[config.mk]
export PLATFORM = sky130hd
export DESIGN_NAME = fetch_stage_flat
export DESIGN_NICKNAME = d
export VERILOG_FILES = /design/src/rtl/fetch_stage_if.sv /design/src/rtl/fetch_stage.sv /design/src/flat_wrapper.sv
export SDC_FILE = /design/constraint.sdc
export NUM_CORES = 1
export LEC_CHECK = 0
export ABC_AREA = 1
export CORE_ASPECT_RATIO = 2
export CORE_MARGIN = 2
export CORE_UTILIZATION = 46
export CTS_CLUSTER_DIAMETER = 80
export DETAILED_ROUTE_END_ITERATION = 10
export PLACE_DENSITY = 0.77
export SKIP_LAST_GASP = 1
export SYNTH_ARGS = -nofsm -noshare
export SYNTH_HDL_FRONTEND = slang
export SYNTH_SLANG_ARGS = --single-unit
[constraint.sdc]
create_clock -name clk -period 1.7 [get_ports clk]
set_input_delay 0.51 -clock clk [delete_from_list [all_inputs] [get_ports clk]]
set_output_delay 0.51 -clock clk [all_outputs]
set_load 0.05 [all_outputs]
[src/rtl/fetch_stage_if.sv]
// Instruction-memory read port between the fetch stage and the I-side memory.
// The fetch stage is the master: it raises imem_req with imem_addr and the
// memory answers with imem_ready/imem_rdata in the same cycle.
interface fetch_stage_if;
  logic        imem_req;
  logic [31:0] imem_addr;
  logic        imem_ready;
  logic [31:0] imem_rdata;

  modport master (
    output imem_req,
    output imem_addr,
    input  imem_ready,
    input  imem_rdata
  );

  modport slave (
    input  imem_req,
    input  imem_addr,
    output imem_ready,
    output imem_rdata
  );
endinterface

[src/rtl/fetch_stage.sv]
// Instruction fetch stage.
// Three-state controller (IDLE / REQ / HOLD) issuing one read at a time to the
// instruction memory and presenting {IR_ID, PC_ID} to decode. When decode is
// stalled as a word arrives, the word is parked in a single-entry hold buffer
// and fetching pauses until decode drains it. A redirect flushes everything
// and restarts fetch at the (word-aligned) target. IR_ID = 0 means bubble.
module fetch_stage #(
  parameter logic [31:0] RESET_PC = 32'h0000_0000
) (
  input  logic                 clk,
  input  logic                 rst_n,
  input  logic                 stallFlag,    // 1 = decode advances this cycle
  input  logic                 redirect,
  input  logic [31:0]          redirect_pc,
  fetch_stage_if.master        imem,
  output logic [31:0]          IR_ID,
  output logic [31:0]          PC_ID,
  output logic                 fetch_busy
);

  typedef enum logic [1:0] {
    S_IDLE = 2'd0,
    S_REQ  = 2'd1,
    S_HOLD = 2'd2
  } state_e;

  state_e      state_q, state_d;
  logic [31:0] pc_q, pc_d;
  logic [31:0] ir_q, ir_d;
  logic [31:0] pcid_q, pcid_d;
  logic [31:0] hold_ir_q, hold_ir_d;
  logic [31:0] hold_pc_q, hold_pc_d;

  logic        xfer;
  logic [31:0] pc_inc;
  logic [31:0] redir_tgt;
  logic [31:0] reset_pc_al;

  // Low two bits of any PC source are forced to zero so PC stays word aligned.
  assign redir_tgt   = redirect_pc & ~32'h3;
  assign reset_pc_al = RESET_PC & ~32'h3;
  // Natural 32-bit wrap: 0xFFFF_FFFC + 4 = 0.
  assign pc_inc      = pc_q + 32'd4;

  // Memory-port outputs; gated by rst_n so nothing is requested during reset,
  // even before the reset edge has moved the state back to IDLE.
  assign imem.imem_req  = rst_n && (state_q == S_REQ);
  assign imem.imem_addr = pc_q;
  assign xfer           = imem.imem_req && imem.imem_ready;
  assign fetch_busy     = imem.imem_req && !imem.imem_ready;

  assign IR_ID = ir_q;
  assign PC_ID = pcid_q;

  // Next-state and datapath update: redirect beats any transfer or stall.
  always_comb begin
    state_d   = state_q;
    pc_d      = pc_q;
    ir_d      = ir_q;
    pcid_d    = pcid_q;
    hold_ir_d = hold_ir_q;
    hold_pc_d = hold_pc_q;

    unique case (state_q)
      S_IDLE: begin
        // One dead cycle before the first request; a redirect still steers PC.
        state_d = S_REQ;
        if (redirect) pc_d = redir_tgt;
      end

      S_REQ: begin
        if (redirect) begin
          // Flush: any word returned this cycle belongs to the wrong path.
          pc_d      = redir_tgt;
          ir_d      = 32'h0;
          pcid_d    = 32'h0;
          hold_ir_d = 32'h0;
          hold_pc_d = 32'h0;
          state_d   = S_REQ;
        end else if (xfer) begin
          pc_d = pc_inc;
          if (stallFlag) begin
            ir_d   = imem.imem_rdata;
            pcid_d = pc_inc;
          end else begin
            // Decode is blocked: park the word and stop fetching.
            hold_ir_d = imem.imem_rdata;
            hold_pc_d = pc_inc;
            state_d   = S_HOLD;
          end
        end else if (stallFlag) begin
          // Decode moved on but nothing arrived: feed it a bubble.
          ir_d   = 32'h0;
          pcid_d = 32'h0;
        end
      end

      S_HOLD: begin
        if (redirect) begin
          pc_d      = redir_tgt;
          ir_d      = 32'h0;
          pcid_d    = 32'h0;
          hold_ir_d = 32'h0;
          hold_pc_d = 32'h0;
          state_d   = S_REQ;
        end else if (stallFlag) begin
          // Decode accepts the parked word; PC already points past it.
          ir_d      = hold_ir_q;
          pcid_d    = hold_pc_q;
          hold_ir_d = 32'h0;
          hold_pc_d = 32'h0;
          state_d   = S_REQ;
        end
      end

      default: begin
        state_d = S_IDLE;
      end
    endcase
  end

  // State register with synchronous active-low reset.
  always_ff @(posedge clk) begin
    if (!rst_n) begin
      state_q   <= S_IDLE;
      pc_q      <= reset_pc_al;
      ir_q      <= 32'h0;
      pcid_q    <= 32'h0;
      hold_ir_q <= 32'h0;
      hold_pc_q <= 32'h0;
    end else begin
      state_q   <= state_d;
      pc_q      <= pc_d;
      ir_q      <= ir_d;
      pcid_q    <= pcid_d;
      hold_ir_q <= hold_ir_d;
      hold_pc_q <= hold_pc_d;
    end
  end

`ifndef SYNTHESIS
  // Structural invariants: aligned PC, no request while a word is parked.
  always_ff @(posedge clk) begin
    if (rst_n) begin
      assert (pc_q[1:0] == 2'b00);
      assert (!(state_q == S_HOLD && imem.imem_req));
    end
  end
`endif

endmodule

[src/flat_wrapper.sv]
// flat-port wrapper written by rule: the top's interface ports become plain ports
module fetch_stage_flat 
#(
  parameter logic [31:0] RESET_PC = 32'h0000_0000
)
  (clk, rst_n, stallFlag, redirect, redirect_pc, IR_ID, PC_ID, fetch_busy, imem_imem_req, imem_imem_addr, imem_imem_ready, imem_imem_rdata);
  fetch_stage_if imem_i ();
  input  logic clk;
  input  logic rst_n;
  input  logic stallFlag;
  input  logic redirect;
  input  logic [31:0] redirect_pc;
  output logic [31:0] IR_ID;
  output logic [31:0] PC_ID;
  output logic fetch_busy;
  output wire logic [$bits(imem_i.imem_req)-1:0] imem_imem_req;
  output wire logic [$bits(imem_i.imem_addr)-1:0] imem_imem_addr;
  input wire logic [$bits(imem_i.imem_ready)-1:0] imem_imem_ready;
  input wire logic [$bits(imem_i.imem_rdata)-1:0] imem_imem_rdata;
  assign imem_imem_req = imem_i.imem_req;
  assign imem_imem_addr = imem_i.imem_addr;
  assign imem_i.imem_ready = imem_imem_ready;
  assign imem_i.imem_rdata = imem_imem_rdata;
  fetch_stage #(.RESET_PC(RESET_PC)) u_core (.clk(clk), .rst_n(rst_n), .stallFlag(stallFlag), .redirect(redirect), .redirect_pc(redirect_pc), .imem(imem_i), .IR_ID(IR_ID), .PC_ID(PC_ID), .fetch_busy(fetch_busy));
endmodule
==> run_results.csv, run 1 <==
group,metric,value,unit
floorplanning,pin_count,167,
cells_and_area,mostFrequentLayoutCells,"144 x dfxtp_1, 125 x buf_12, 124 x nand2_1, 120 x a21oi_1, 99 x a21oi_2",
worst_setup_path,worstPathMaxFanout,5,
cells_and_area,layoutNonFillerInstCount,1471,
global_route,grt_overflow,0,
sta,period_needed,2.168,ns
cells_and_area,final_util,87.33,%
run,cap_viol_max_count,0,
clocking,cts_max_level,4,
synthesis,synth_top_area_share,43.16,%
run_status,outcome,"finished, violations left",
clocking,clkLatencyLatePin,0.44,ns
cells_and_area,insertedDiodeCount,0,
synthesis,ys_seq_elements,158,
clocking,cts-root-buf,"clkbuf_16",
clocking,clockBufferDepth,2,
clocking,cts_tree,"done",
run_status,violations,"setup timing",
worst_setup_path,path_cells,"nand2_1 -> nor2_1 -> nand2_4 -> nor2_4 -> xor2_2 -> nand2_1 -> a21oi_4",
pwr,ir_drop,1323,uV
clocking,cts-hold-fix-buffers,0,
cells_and_area,nets,1331,
global_route,grt_pass1_vias,8625,
sta,setup_tns,-20.49,ns
worst_setup_path,start_kind,"register",
pwr,combPwrFrac,63.0,%
cells_and_area,design_area,0.01371,sq mm
floorplanning,rows,65,
pwr,seq_power_share,23.5,%
sta,hold_ws,0.4673,ns
placement,io_buffer_count,162,
worst_setup_path,critPathKind,"reg2reg",
worst_setup_path,r2r-end,"u_core.hold_pc_q[11]",
route,vias,10000,
worst_setup_path,crit_slowest_cell,"dfxtp_2",
worst_setup_path,cpLargestDelayFamily,"simple AND/OR/NAND/NOR gates",
worst_setup_path,critPathBufInv,0,
global_route,grt_pass1_wl,44080,microns
sta,final.period_utilization,127.5,%
pwr,intPower,16.37,mW
synthesis,synth_area_per_cell,7.185,sq um
sta,slew_headroom,64.42,%
cells_and_area,final_common_cell,"dfxtp_1",
sta,rsz0062_at_grt,"yes",
pwr,leakage,5.184,nW
sta,skew,0.01185,ns
synthesis,ys_types,29,
floorplanning,dieArea,0.01702,sq mm
worst_setup_path,r2r_start,"u_core.imem.imem_addr[7]",
floorplanning,start_util,46.69,%
synthesis,synth_top_cell_by_area,"dfxtp_1",
worst_setup_path,r2r_cells,7,
min_path,hold_class,"reg2reg",
route,drt_iter0_markers,1244,
synthesis,synth_area_leaders,"dfxtp_1 43%, a21oi_1 16%, o21ai_0 9.8%, nand2_1 7.3%, nand3_1 5.1%",
sta,timing.fmax,461.2,MHz
floorplanning,die_y,182.5,microns
synthesis,ys_seq_area_share,43.16,%
cells_and_area,area_growth,87.06,%
synthesis,syn_inst,1020,
placement,place_ws,-0.4206,ns
pwr,p_clk_share,13.6,%
global_route,grt_usage,33.01,%
global_route,grt_max_degree,77,
placement,dp_hpwl,17050,microns
global_route,antenna_found_initial,0,
cells_and_area,drive_above_1_share,42.83,%
worst_setup_path,cp.required,2.03,ns
floorplanning,design.core.area,0.01570,sq mm
worst_setup_path,rrSetupSlack,-0.47,ns
route,drcViolationCount,0,
synthesis,syn_area,0.007328,sq mm
pwr,finalPower,30.77,mW
clocking,clk_pin_slew,0.07,ns
placement,place.gp.congestion,0.9403,
placement,placed_area,0.01061,sq mm
clocking,cts_buffers,17,
worst_setup_path,critical_path_arrival,2.50,ns
cells_and_area,regArea,0.003188,sq mm
route,wire_per_inst,27.88,microns
floorplanning,die_w,93.25,microns
pwr,power_per_cell_area,2245,mW/mm^2
min_path,hold_path_end,"u_core.hold_pc_q[1]",
cells_and_area,fill_cells,665,
route,ant_nets,0,
synthesis,yosysWarnings,0,
worst_setup_path,critPathMostFrequentCell,"nand2_1",
route,drtPass1Iterations,7,
sta,final_hold_viol_count,0,
sta,drv_slew,0,
sta,setup_viol,161,
sta,tightest_slew,0.5330,ns
route,finalWirelength,41020,microns
min_path,hold_depth,2,
route,avgViaCountPerCell,6.799,
placement,dp_cells,1377,
sta,finalWorstSetupSlack,-0.4683,ns
min_path,worstHoldStart,"u_core.hold_pc_q[1]",
pwr,sw_frac_of_total,46.79,%
worst_setup_path,end_kind,"register",
clocking,cts_sinks,158,
worst_setup_path,slowest_delay,0.42,ns
cells_and_area,multi_input_area,0.004913,sq mm
pwr,p_sw,14.40,mW
[cells in the mapped netlist, drive strengths merged]
cell and count:
a21oi 236, dfxtp 158, nand2 147, o21ai 145, nor2 102, nand3 74, clkbuf 50, buf 31
inv 30, xor2 10, nand4 8, nand3b 6, ha 5, nor3 5, xnor2 5, and2 3
o211ai 2, a211oi 1, a31oi 1, conb 1
[area by class of cell]
| type | instances | share of cell area [%] |
|---|---|---|
| Multi-Input combinational cell | 752 | 35.84 |
| Clock inverter | 12 | 1.141 |
| Clock buffer | 20 | 3.332 |
| Inverter | 30 | 1.150 |
| Sequential cell | 158 | 23.26 |
| Tap cell | 201 | 1.835 |
| Timing Repair Buffer | 298 | 33.44 |
[metal layers]
metal  share of wire [%]  wire length [microns]  GRT usage, %  vias to the layer above
met5                   0                      0             0                        -
met1                  29                  11890         33.98                     4646
li1                    -                      -             -                     3979
met3                  11                   4556         5.615                      434
met2                  48                  19520         59.97                      943
met4                  12                   5050         21.06                        0
[timing repair]
item	CTS	global route
cloned	9	23
endpoints found under the setup margin	48	161
setup buffers	13	23
pin swaps	17	125
gates resized for setup	69	382
[state kept, by name (all words and copies together), names as in the netlist]
| signal | count |
|---|---|
| u_core.IR_ID | 32 |
| u_core.PC_ID | 31 |
| u_core.hold_ir_q | 32 |
| u_core.hold_pc_q | 31 |
| u_core.imem.imem_addr | 30 |
| u_core.state_q | 2 |
[how the worst max path moves through the flow]
| stage | slack (ns) | startpoint | end | cells after the start |
|---|---|---|---|---|
| after floorplan | -0.006 | u_core.imem.imem_addr[2] | u_core.PC_ID[18] | 8 |
| after global placement | -0.38 | redirect | u_core.hold_ir_q[31] | 8 |
| after detailed placement | -0.42 | redirect | u_core.hold_ir_q[13] | 8 |
| after CTS | -0.20 | u_core.state_q[1] | fetch_busy | 6 |
| after global routing | -0.59 | u_core.state_q[1] | u_core.PC_ID[10] | 10 |
| final | -0.47 | u_core.imem.imem_addr[7] | u_core.hold_pc_q[11] | 7 |
[cell families (layout without fill, tap and decap cells)]
family	Yosys count	after routing	synth area share [%]
compound gates	385	385	26.41
simple gates	345	345	21.03
flops	158	158	43.16
buf+inv	111	360	6.693
xor+xnor	15	15	1.793
fa+ha+maj	5	5	0.8537
other cells	1	2	0.05117
[power by group through the flow]
stage | clock, mW | combinational, mW | sequential [mW]
finish | 4.18 | 19.4 | 7.22
floorplan | 0 | 4.12 | 8.93
global placement | 0 | 12.6 | 6.59
detailed placement | 0 | 12.8 | 6.62
global route | 4.28 | 19.9 | 7.28
CTS | 4.07 | 15.0 | 6.60
[tightest hold or removal path, delay by kind of cell, from the launching register on]
family,cells,cell delay (ns)
flip-flops,1,0.32
AND/OR/NAND/NOR,2,0.10
Power figures use the tool's default switching activity.
==> inputs of run 2 (changes only) <==
--- a/config.mk
+++ b/config.mk
@@ -11,6 +11,7 @@
 export CORE_UTILIZATION = 46
 export CTS_CLUSTER_DIAMETER = 80
 export DETAILED_ROUTE_END_ITERATION = 10
+export MAX_ROUTING_LAYER = met4
 export PLACE_DENSITY = 0.77
 export SKIP_LAST_GASP = 1
 export SYNTH_ARGS = -nofsm -noshare
==> run 2 against run 1 <==
  * The run still ends with setup timing left
  * Total power decreased by 15%
  * First-iteration DRC count decreased by 39%
  * Via count decreased by 14%
  * Routed wire length down 29%
  * Fmax increased by 14%
  * Combinational power fell by 20%
  * Final cell count shrank 1.8%
  * Sequential power down 7.3%
  * Worst setup slack improved by 0.26 ns
  * Global-route usage down 1.6 points
  * Hold slack lost 0.0035 ns
  * Critical endpoint is now u_core.imem.imem_addr[26]
  * Highest routed layer unchanged
==> run_results.csv, run 2 (synthesis gave the netlist of run 1 again) <==
group,metric,value,unit
pwr,p_clk_share,14.4,%
route,drt_iter0_markers,757,
floorplanning,die_y,182.5,microns
sta,tightest_slew,0.5425,ns
pwr,p_sw,11.56,mW
cells_and_area,final_common_cell,"a21oi_1",
worst_setup_path,critPathBufInv,3,
pwr,combPwrFrac,59.9,%
pwr,finalPower,26.01,mW
run,cap_viol_max_count,0,
global_route,grt_usage,31.41,%
floorplanning,die_w,93.25,microns
placement,place_ws,-0.4885,ns
pwr,seq_power_share,25.7,%
route,drtPass1Iterations,8,
placement,io_buffer_count,162,
worst_setup_path,crit_slowest_cell,"a21oi_1",
floorplanning,design.core.area,0.01570,sq mm
pwr,leakage,4.707,nW
placement,dp_hpwl,17370,microns
run_status,outcome,"finished, violations left",
sta,final_hold_viol_count,0,
sta,period_needed,1.910,ns
cells_and_area,insertedDiodeCount,0,
worst_setup_path,worstPathMaxFanout,7,
cells_and_area,nets,1305,
placement,place.gp.congestion,0.9546,
sta,setup_viol,97,
cells_and_area,area_growth,66.43,%
worst_setup_path,critPathMostFrequentCell,"a21oi_1",
sta,skew,0.01524,ns
pwr,ir_drop,1295,uV
sta,final.period_utilization,112.3,%
sta,finalWorstSetupSlack,-0.2097,ns
min_path,hold_class,"reg2reg",
route,wire_per_inst,20.15,microns
worst_setup_path,cp.required,2.01,ns
global_route,antenna_found_initial,0,
pwr,sw_frac_of_total,44.45,%
clocking,cts_sinks,158,
route,finalWirelength,29090,microns
global_route,grt_pass1_wl,41240,microns
floorplanning,dieArea,0.01702,sq mm
placement,dp_cells,1388,
run_status,violations,"setup timing",
route,avgViaCountPerCell,5.954,
worst_setup_path,start_kind,"register",
global_route,grt_overflow,0,
worst_setup_path,cpLargestDelayFamily,"compound AO/OA/AOI/OAI gates",
sta,setup_tns,-9.806,ns
clocking,clkLatencyLatePin,0.42,ns
worst_setup_path,slowest_delay,0.45,ns
floorplanning,start_util,46.69,%
worst_setup_path,critical_path_arrival,2.22,ns
route,vias,8598,
pwr,power_per_cell_area,2133,mW/mm^2
clocking,clk_pin_slew,0.07,ns
worst_setup_path,path_cells,"buf_4 -> nor2_1 -> a21oi_1 -> nand2_8 -> buf_12 -> buf_4 -> a21oi_1 -> a21oi_1",
sta,drv_slew,0,
worst_setup_path,critPathKind,"reg2reg",
sta,rsz0062_at_grt,"yes",
sta,slew_headroom,63.84,%
cells_and_area,layoutNonFillerInstCount,1444,
clocking,cts_buffers,17,
route,ant_nets,0,
clocking,cts-root-buf,"clkbuf_16",
floorplanning,pin_count,167,
floorplanning,rows,65,
cells_and_area,drive_above_1_share,28.32,%
worst_setup_path,end_kind,"register",
clocking,cts_tree,"done",
sta,timing.fmax,523.6,MHz
clocking,clockBufferDepth,2,
route,drcViolationCount,0,
pwr,intPower,14.45,mW
global_route,grt_pass1_vias,8337,
cells_and_area,mostFrequentLayoutCells,"196 x a21oi_1, 143 x dfxtp_1, 131 x nand2_1, 119 x buf_12, 111 x o21ai_0",
global_route,grt_max_degree,68,
clocking,cts_max_level,4,
run 2: worst paths after layout:
path	end	slack [ns]	cells past startpoint	startpoint
max	u_core.imem.imem_addr[26]	-0.21	8	u_core.state_q[0]
min	u_core.hold_pc_q[1]	0.46	2	u_core.hold_pc_q[1]
max reg2reg	u_core.imem.imem_addr[26]	-0.21	8	u_core.state_q[0]
min reg2reg	u_core.hold_pc_q[1]	0.46	2	u_core.hold_pc_q[1]
run 2: tightest hold or removal path, cell delays in order (launching register included):
cell	delay, ns
dfxtp_1	0.32
nand2_1	0.06
nor2_1	0.04
run 2: power by group through the flow:
stage | clock network (mW) | registers [mW] | logic [mW]
2_1_floorplan | 0 | 8.93 | 4.12
6_report | 3.75 | 6.69 | 15.6
3_5_place_dp | 0 | 6.61 | 13.0
4_1_cts | 3.76 | 6.57 | 13.4
5_1_grt | 3.93 | 6.81 | 16.4
3_3_place_gp | 0 | 6.56 | 12.8
run 2: layer usage:
metal / global-route usage (%) / vias to the layer above / routed length, microns
met3: 5.367 / 164 / 1993
met2: 54.07 / 477 / 15410
met5: - / - / 0
met1: 32.24 / 4062 / 9595
met4: 20.29 / 0 / 2088
li1: - / 3895 / -
run 2: per-stage QoR:
| stage | cell area, sq um | utilization [%] | hold slack [ns] |
|---|---|---|---|
| 3_3_place_gp | 10670 | 67.97 | 0.4221 |
| 2_1_floorplan | 7363 | - | 0.4157 |
| 3_5_place_dp | 10670 | 67.97 | 0.4344 |
| 4_1_cts | 11370 | 72.46 | 0.4435 |
| 5_1_grt | 12200 | 77.70 | 0.4819 |
| 6_report | 12200 | 77.70 | 0.4638 |
run 2: repair_timing:
action                                  4_1_cts  5_1_grt
endpoints found under the setup margin       18      144
hold buffers                                  0        0
gates resized for setup                      17      141
pin swaps                                     3       13
setup buffers                                 1        8
gates cloned                                  2       15
run 2: cell type report:
type / instances / area, sq um
clock buffer: 18 / 439.2
clock inverter: 13 / 132.6
fill: 1019 / 3500
inverter: 30 / 146.4
multi-input combinational: 752 / 4065
sequential: 158 / 3184
tap: 201 / 251.5
timing repair buffer: 271 / 3969
timing repair inverter: 1 / 8.758
==> inputs of run 3 (changes only) <==
--- a/config.mk
+++ b/config.mk
@@ -7,7 +7,6 @@
 export LEC_CHECK = 0
 export ABC_AREA = 1
 export CORE_ASPECT_RATIO = 2
-export CORE_MARGIN = 2
 export CORE_UTILIZATION = 46
 export CTS_CLUSTER_DIAMETER = 80
 export DETAILED_ROUTE_END_ITERATION = 10
==> run 3 against run 2 <==
  * The flow still finishes with violations (setup timing)
  * Clock-buffer cell count is 2 higher
  * Hold slack better by 0.00077 ns
  * Clock skew rose by 0.0023 ns
  * Non-clock buffer count rose by 5
  * Critical path type unchanged
  * Critical endpoint is now u_core.hold_pc_q[2]
  * Largest power group unchanged
  * Highest routed layer unchanged
==> run_results.csv, run 3 (synthesis gave the netlist of run 1 again) <==
group,metric,value,unit
placement,placed_area,0.01052,sq mm
worst_setup_path,cpLargestDelayFamily,"buffers and inverters",
sta,slew_headroom,57.80,%
global_route,grt_usage,31.91,%
min_path,hold_class,"reg2reg",
pwr,sw_frac_of_total,44.47,%
cells_and_area,final_common_cell,"a21oi_1",
worst_setup_path,critPathKind,"reg2reg",
route,vias,8891,
worst_setup_path,worstPathMaxFanout,8,
worst_setup_path,crit_path_end,"u_core.hold_pc_q[2]",
sta,hold_ws,0.4646,ns
global_route,antenna_found_initial,0,
sta,finalWorstSetupSlack,-0.2360,ns
cells_and_area,nets,1309,
pwr,leakage,4.798,nW
worst_setup_path,r2r_cells,12,
global_route,grt_pass1_vias,8148,
clocking,clk_pin_slew,0.06,ns
global_route,grt_overflow,0,
cells_and_area,drive_above_1_share,31.01,%
worst_setup_path,cp.required,2.01,ns
pwr,seq_power_share,25.4,%
route,finalWirelength,31130,microns
sta,skew,0.01750,ns
pwr,intPower,14.98,mW
sta,final_hold_viol_count,0,
worst_setup_path,start_kind,"register",
worst_setup_path,end_kind,"register",
route,drcViolationCount,0,
worst_setup_path,critical_path_arrival,2.25,ns
global_route,grt_max_degree,148,
floorplanning,start_util,47.42,%
floorplanning,die_w,91.25,microns
cells_and_area,insertedDiodeCount,0,
route,wire_per_inst,21.53,microns
sta,period_needed,1.936,ns
pwr,p_sw,12.00,mW
clocking,cts_buffers,17,
pwr,p_clk_share,14.7,%
clocking,cts_sinks,158,
sta,tightest_slew,0.6330,ns
worst_setup_path,slowest_delay,0.33,ns
placement,dp_hpwl,16120,microns
sta,final.period_utilization,113.9,%
floorplanning,design.core.area,0.01545,sq mm
worst_setup_path,cp.depth,12,
route,ant_nets,0,
clocking,clkLatencyLatePin,0.44,ns
sta,rsz0062_at_grt,"yes",
worst_setup_path,rrSetupSlack,-0.24,ns
clocking,clockBufferDepth,2,
run_status,outcome,"finished, violations left",
worst_setup_path,path_cells,"inv_2 -> ha_4 -> buf_4 -> inv_2 -> nor2_4 -> nand2_4 -> nand4_4 -> inv_8 -> buf_4 -> clkbuf_16 -> o21ai_0 -> nor2_1",
global_route,grt_pass1_wl,40490,microns
pwr,power_per_cell_area,2165,mW/mm^2
cells_and_area,mostFrequentLayoutCells,"205 x a21oi_1, 141 x dfxtp_1, 129 x nand2_1, 114 x buf_12, 84 x o21ai_0",
worst_setup_path,crit_start,"u_core.state_q[1]",
cells_and_area,area_growth,69.97,%
worst_setup_path,crit_slowest_cell,"dfxtp_2",
cells_and_area,regArea,0.003189,sq mm
clocking,cts_max_level,4,
route,drtPass1Iterations,6,
worst_setup_path,r2r-end,"u_core.hold_pc_q[2]",
sta,timing.fmax,516.5,MHz
sta,setup_viol,106,
floorplanning,dieArea,0.01647,sq mm
cells_and_area,fill_cells,922,
cells_and_area,design_area,0.01246,sq mm
pwr,combPwrFrac,59.9,%
floorplanning,pin_count,167,
placement,io_buffer_count,162,
cells_and_area,multi_input_area,0.004193,sq mm
clocking,cts-root-buf,"clkbuf_16",
placement,place_ws,-0.4270,ns
cells_and_area,final_util,80.59,%
placement,place.gp.congestion,0.9241,
floorplanning,rows,64,
floorplanning,die_y,180.5,microns
pwr,ir_drop,1342,uV
run_status,violations,"setup timing",
sta,drv_slew,0,
cells_and_area,layoutNonFillerInstCount,1446,
route,avgViaCountPerCell,6.149,
worst_setup_path,critPathBufInv,6,
clocking,cts_tree,"done",
worst_setup_path,r2r_start,"u_core.state_q[1]",
run,cap_viol_max_count,0,
route,drt_iter0_markers,994,
placement,dp_cells,1371,
-- run 3: changes by cell type in the layout (fill, tap and decap cells not counted), moves of 5 or more --
cell and change:
a21oi_1 +9, a21oi_2 -9, buf_12 -5, buf_6 +5, nor2_1 -7, nor2_2 +7, o21ai_0 -27, o21ai_2 +24
-- run 3: area by class of cell --
type | instances | share of cell area (%)
Timing Repair Buffer | 276 | 32.78
Tap cell | 198 | 1.989
Inverter | 30 | 1.175
Multi-Input combinational cell | 752 | 33.66
Clock buffer | 20 | 3.506
Sequential cell | 158 | 25.61
Clock inverter | 12 | 1.286
-- run 3: tightest hold or removal path, stage by stage, from the launching register on --
cell and delay (ns):
dfxtp_1 0.32, nand2_1 0.06, nor2_1 0.04
-- run 3: per-layer routing --
| metal | vias up | track usage (%) | part of all wire [%] |
|---|---|---|---|
| met5 | - | - | 0 |
| met4 | 0 | 22.22 | 8.7 |
| met1 | 4154 | 32.19 | 31 |
| met3 | 197 | 4.852 | 7.7 |
| met2 | 628 | 55.67 | 52 |
| li1 | 3912 | - | - |
-- run 3: what timing repair did --
| item | CTS | global route |
|---|---|---|
| pin swaps | 7 | 29 |
| cloned | 5 | 17 |
| hold buffers | 0 | 0 |
| gates resized for setup | 30 | 198 |
| setup endpoints to repair | 51 | 156 |
| buffers inserted | 9 | 13 |
-- run 3: power by group through the flow --
stage	logic [mW]	clock network, mW	registers, mW
2_1_floorplan	4.12	0	8.93
3_3_place_gp	12.3	0	6.61
3_5_place_dp	12.5	0	6.63
4_1_cts	13.6	3.92	6.61
5_1_grt	16.7	4.12	6.97
6_report	16.2	3.95	6.86
-- run 3: through the flow --
step / setup TNS (ns) / power, mW
2_1_floorplan: -0.006391 / 13.05
3_3_place_gp: -50.39 / 18.91
3_5_place_dp: -57.44 / 19.14
4_1_cts: -2.835 / 24.10
5_1_grt: -19.22 / 27.82
6_report: -11.79 / 26.97
-- run 3: how the worst min path moves through the flow --
stage | from | end | slack (ns) | depth (start not counted)
2_1_floorplan | u_core.hold_pc_q[1] | u_core.hold_pc_q[1] | 0.42 | 2
3_3_place_gp | u_core.hold_pc_q[1] | u_core.hold_pc_q[1] | 0.42 | 2
3_5_place_dp | u_core.hold_pc_q[1] | u_core.hold_pc_q[1] | 0.42 | 2
4_1_cts | u_core.hold_pc_q[1] | u_core.hold_pc_q[1] | 0.46 | 2
5_1_grt | u_core.hold_pc_q[1] | u_core.hold_pc_q[1] | 0.46 | 2
6_report | u_core.hold_pc_q[1] | u_core.hold_pc_q[1] | 0.46 | 2
